<file path="src/rtl/fetch_stage.sv">
// LC-3b instruction-fetch stage: owns the PC, runs the imem read/resp handshake,
// and presents a registered IF/ID bundle to the decode-stage control ROM.
module fetch_stage #(
  parameter logic [15:0] RESET_PC = 16'h0000
) (
  input  logic        clk,
  input  logic        reset,
  output logic        imem_read,
  output logic [15:0] imem_address,
  input  logic [15:0] imem_rdata,
  input  logic        imem_resp,
  input  logic        stall,
  input  logic        redirect,
  input  logic [15:0] redirect_pc,
  output logic        if_valid,
  output logic [15:0] if_ir,
  output logic [15:0] if_pc,
  output logic [3:0]  if_opcode,
  output logic        if_imm_check
);

  typedef enum logic [1:0] {
    FETCH  = 2'd0,
    SQUASH = 2'd1,
    HOLD   = 2'd2
  } state_t;

  state_t      state;
  logic [15:0] pc;
  logic [15:0] tgt;
  logic [15:0] hold_buf;
  logic        accept;
  logic [15:0] redir_addr;

  assign accept       = !if_valid || !stall;
  assign redir_addr   = {redirect_pc[15:1], 1'b0};
  assign imem_read    = !reset && (state != HOLD);
  assign imem_address = pc;
  assign if_opcode    = if_ir[15:12];
  assign if_imm_check = if_ir[5];

  always_ff @(posedge clk) begin
    if (reset) begin
      state    <= FETCH;
      pc       <= RESET_PC;
      tgt      <= 16'h0000;
      hold_buf <= 16'h0000;
      if_valid <= 1'b0;
      if_ir    <= 16'h0000;
      if_pc    <= 16'h0000;
    end else begin
      // Decode consumed the bundle; a load below overrides this drain.
      if (if_valid && !stall) if_valid <= 1'b0;

      case (state)
        FETCH: begin
          if (redirect) begin
            if_valid <= 1'b0;
            if (imem_resp) begin
              pc <= redir_addr;
            end else begin
              tgt   <= redir_addr;
              state <= SQUASH;
            end
          end else if (imem_resp) begin
            if (accept) begin
              if_ir    <= imem_rdata;
              if_pc    <= pc;
              if_valid <= 1'b1;
              pc       <= pc + 16'd2;
            end else begin
              hold_buf <= imem_rdata;
              state    <= HOLD;
            end
          end
        end

        // The stale read stays on the bus until it completes; only then retarget.
        SQUASH: begin
          if_valid <= 1'b0;
          if (imem_resp) begin
            pc    <= redirect ? redir_addr : tgt;
            state <= FETCH;
          end else if (redirect) begin
            tgt <= redir_addr;
          end
        end

        HOLD: begin
          if (redirect) begin
            if_valid <= 1'b0;
            pc       <= redir_addr;
            state    <= FETCH;
          end else if (!stall) begin
            if_ir    <= hold_buf;
            if_pc    <= pc;
            if_valid <= 1'b1;
            pc       <= pc + 16'd2;
            state    <= FETCH;
          end
        end

        default: state <= FETCH;
      endcase
    end
  end

endmodule

</file>
<file path="config.mk">
export PLATFORM = sky130hd
export DESIGN_NAME = fetch_stage
export DESIGN_NICKNAME = d
export VERILOG_FILES = /design/src/rtl/fetch_stage.sv
export SDC_FILE = /design/constraint.sdc
export NUM_CORES = 1
export LEC_CHECK = 0
export CAP_MARGIN = 20
export CORE_ASPECT_RATIO = 1.75
export CORE_MARGIN = 8
export CORE_UTILIZATION = 30
export DETAILED_ROUTE_END_ITERATION = 16
export PLACE_DENSITY = 0.51
export SETUP_SLACK_MARGIN = 0.3
export SLEW_MARGIN = 0
export SYNTH_ARGS = -nofsm -noshare
export SYNTH_HDL_FRONTEND = slang
export SYNTH_SLANG_ARGS = --single-unit
</file>
<file path="constraint.sdc">
create_clock -name clk -period 3.8 [get_ports clk]
set_input_delay 0.95 -clock clk [delete_from_list [all_inputs] [get_ports clk]]
set_output_delay 0.95 -clock clk [all_outputs]
set_load 0.03 [all_outputs]
</file>
==> run summary <==
- met2 layer usage reported by global route: 0.267
- clk buf depth: 2
- worst clock skew on the final layout: 0.00460 ns
- count of TritonRoute iterations in the first routing pass: 4
- syn nets: 500
- Inserted Clock Buffers: 9
- worst-path cell chain: inv_1 > ha_1 > nor2_1 > clkdlybuf4s50_1
- Post-Route WL: 13.1 mm
- Pint: 1770 uW
- Mapped Area: 0.00416 sq mm
- number of hold-repair buffers added at the cts stage: 0
- library cell occupying the most area in the post-synthesis netlist: sky130_fd_sc_hd__dfxtp_1
- upper clock frequency limit: 347 MHz
- Initial Util: 0.303
- Top FF cell, synth: sky130_fd_sc_hd__dfxtp_1
- ratio of final minimum period to clock period: 0.759
- Slew HR: 0.322
- arrival time worst endpoint: 1.93 ns
- number of DRC violations after detailed routing: 0
- met1 Use GR: 0.147
- Power per Cell Area: 449 mW/mm^2
- Worst setup EP type: primary output
- largest cells by area after synthesis: sky130_fd_sc_hd__dfxtp_1 40%, sky130_fd_sc_hd__mux2i_1 12%, sky130_fd_sc_hd__a21oi_1 5.4%
- Nets: 569
- remaining number of nets flagged by the antenna check after routing: 0
- share of the synthesized area in the top cell type: 0.400
- hold crit path type: register to register
- vertical extent of the die: 172 um
- Port Buffer Count: 90
- met3 global-route usage: 0.0356
- highest fanout seen on the critical path: 6
- sequential fraction of the synthesis area: 0.400
- share of power burned in combinational logic: 0.195
- commonest non-fill, non-tap cells in the layout: 89 x sky130_fd_sc_hd__clkdlybuf4s50_1, 83 x sky130_fd_sc_hd__dfxtp_1, 51 x sky130_fd_sc_hd__mux2i_1, 45 x sky130_fd_sc_hd__a21oi_1, 43 x sky130_fd_sc_hd__nor2_1
- maximum level of the CTS H-tree: 3
- register share of total power: 0.391
- setup repair after global routing missed its margin: false
- count of warnings emitted by yosys: 0
- Vias per Instance: 5.25
- detailed-route via count: 3721
- number of cells produced by synthesis: 458
- final-report hold violation count: 0
- register clock-pin slew on the reported worst setup and hold paths: 0.06 ns
- number of violations of the max-capacitance limit: 0
- clock sink count: 83
- initial DRC count: 185
- global-route wire length before repair: 20.8 mm
- grt ovf: 0
- clock latency at the later pin of the worst-skew pair: 0.34 ns
- Total Neg Setup Slack: 0 ns
- die area: 0.0180 sq mm
- Required @ worst endpoint: 2.85 ns
- most frequent standard cell in the layout excluding fill and tap cells: sky130_fd_sc_hd__clkdlybuf4s50_1
- critical path class: register to primary output
- final routed wire length divided by cell count: 18.5 um
- post-synthesis sequential element count: 83
- Worst path slowest cell: sky130_fd_sc_hd__clkdlybuf4s50_1
- Synth Area per Inst: 9.07 sq um
- maximum number of pins on one net before global-route repair: 60
- transition time at the pin with the least slew margin: 1.02 ns
- # diodes: 0
- leakage power: 0.00209 uW
- number of buffers inserted by post-CTS setup repair: 0
- share of cells above drive strength 1: 0.0977
- number of library cell types mapped by synthesis: 65
- antenna violations before repair: 0
- HPWL reported at the end of detailed placement: 9.22 mm
- switching part of the total power: 0.280
- fraction of registers with async set or reset after synthesis: 0
- Max IR drop VDD: 0.205 mV
- DIE WIDTH: 105 um
- worst stage delay on the critical path: 0.70 ns
- pins over their slew limit: 0
- Global Route Usage Sum: 0.146
- share of power burned in the clock network: 0.413
- vias in the first global route: 3800
- Critical Path Source Type: register
- TritonCTS clock tree: built
- CTS-repair resized insts: 0
- GRT busiest layer: met2
- endpoints failing setup: 0
- final weighted congestion in routability-driven placement: 0.830
- result of the run: finished clean
- count of flip-flops with a built-in enable after synthesis: 0
- total placed cells including tap cells: 693
- site row count: 57
- core footprint: 0.0137 sq mm
- I/O pin count: 92
- area overhead of the layout relative to synthesis: 31.9%
- minimum period implied by the final worst setup slack: 2.88 ns
- Non-Filler Instances: 709
- Switch Pwr: 691 uW
- clock tree root driver cell: sky130_fd_sc_hd__clkbuf_16
[synthesized netlist by cell type, drive strengths merged (2+ instances only)]
library cell	instances
nand2b	2
o22ai	3
o31a	2
a31oi	5
clkbuf	16
a21oi	45
nor2b	5
nor2	44
nand3	24
nor3	4
nor3b	3
a221oi	3
a211oi	4
a311oi	22
buf	29
ha	5
o32ai	2
mux2i	51
o41ai	3
a22oi	2
nand4	2
o22a	2
dfxtp	83
xnor2	3
o311ai	4
o21ai	28
nand2	19
and3	8
inv	15
[through the flow]
stage | worst slack [ns] | instance area (sq um) | hold WS (ns) | utilization | power, uW
after floorplan | 0.793 | 4160 | 0.444 | - | 1270
after global placement | 0.642 | 5140 | 0.466 | 0.375 | 1460
after detailed placement | 0.612 | 5140 | 0.467 | 0.375 | 1470
after CTS | 0.827 | 5480 | 0.479 | 0.400 | 2490
after global routing | 0.740 | 5480 | 0.506 | 0.400 | 2560
final | 0.917 | 5480 | 0.479 | 0.400 | 2460
[sequential cells by signal, summed over array words and instances (netlist names)]
name,count
hold_buf,16
state,2
if_pc,16
if_valid,1
if_ir,16
tgt,16
imem_address,16
[metal layers]
metal	part of all wire	up-vias
met4	0.034	0
met5	0	-
met3	0.043	22
met2	0.53	104
met1	0.39	1780
li1	-	1815
[cells by family after synthesis]
group | share of synthesized area
simple gates | 0.146
fa+ha+maj | 0.0151
compound gates | 0.238
xor+xnor | 0.00632
mux | 0.123
buf+inv | 0.0720
flops | 0.400
[final cells by class]
cell class,instances,area (sq um)
Clock buffer,11,243
Clock inverter,5,100
Fill cell,1409,8210
Inverter,15,56.3
Multi-Input combinational cell,315,2190
Sequential cell,83,1660
Tap cell,177,221
Timing Repair Buffer,103,1010
[final timing paths]
check	cells past startpoint	slack, ns	startpoint	to
worst max-delay path	4	0.92	state[0]$_SDFFE_PP0P_	imem_read
worst min-delay path	2	0.48	if_pc[11]$_SDFFE_PP0P_	if_pc[11]$_SDFFE_PP0P_
worst max register to register	8	1.31	state[0]$_SDFFE_PP0P_	if_ir[0]$_SDFFE_PP0P_
worst min register to register	2	0.48	if_pc[11]$_SDFFE_PP0P_	if_pc[11]$_SDFFE_PP0P_
[critical path, delay by kind of cell, from the launching register on]
| family | cells | cell delay, ns |
|---|---|---|
| fa+ha+maj | 1 | 0.22 |
| flops | 1 | 0.43 |
| buf+inv | 2 | 0.80 |
| simple gates | 1 | 0.16 |
[power groups by stage]
stage	clock network, uW	logic, uW	registers (uW)
floorplan	0	240	1030
global placement	0	480	982
detailed placement	0	484	983
CTS	1050	485	964
global route	1080	516	970
finish	1020	481	964
No activity file was read; power rests on OpenSTA's default activity.
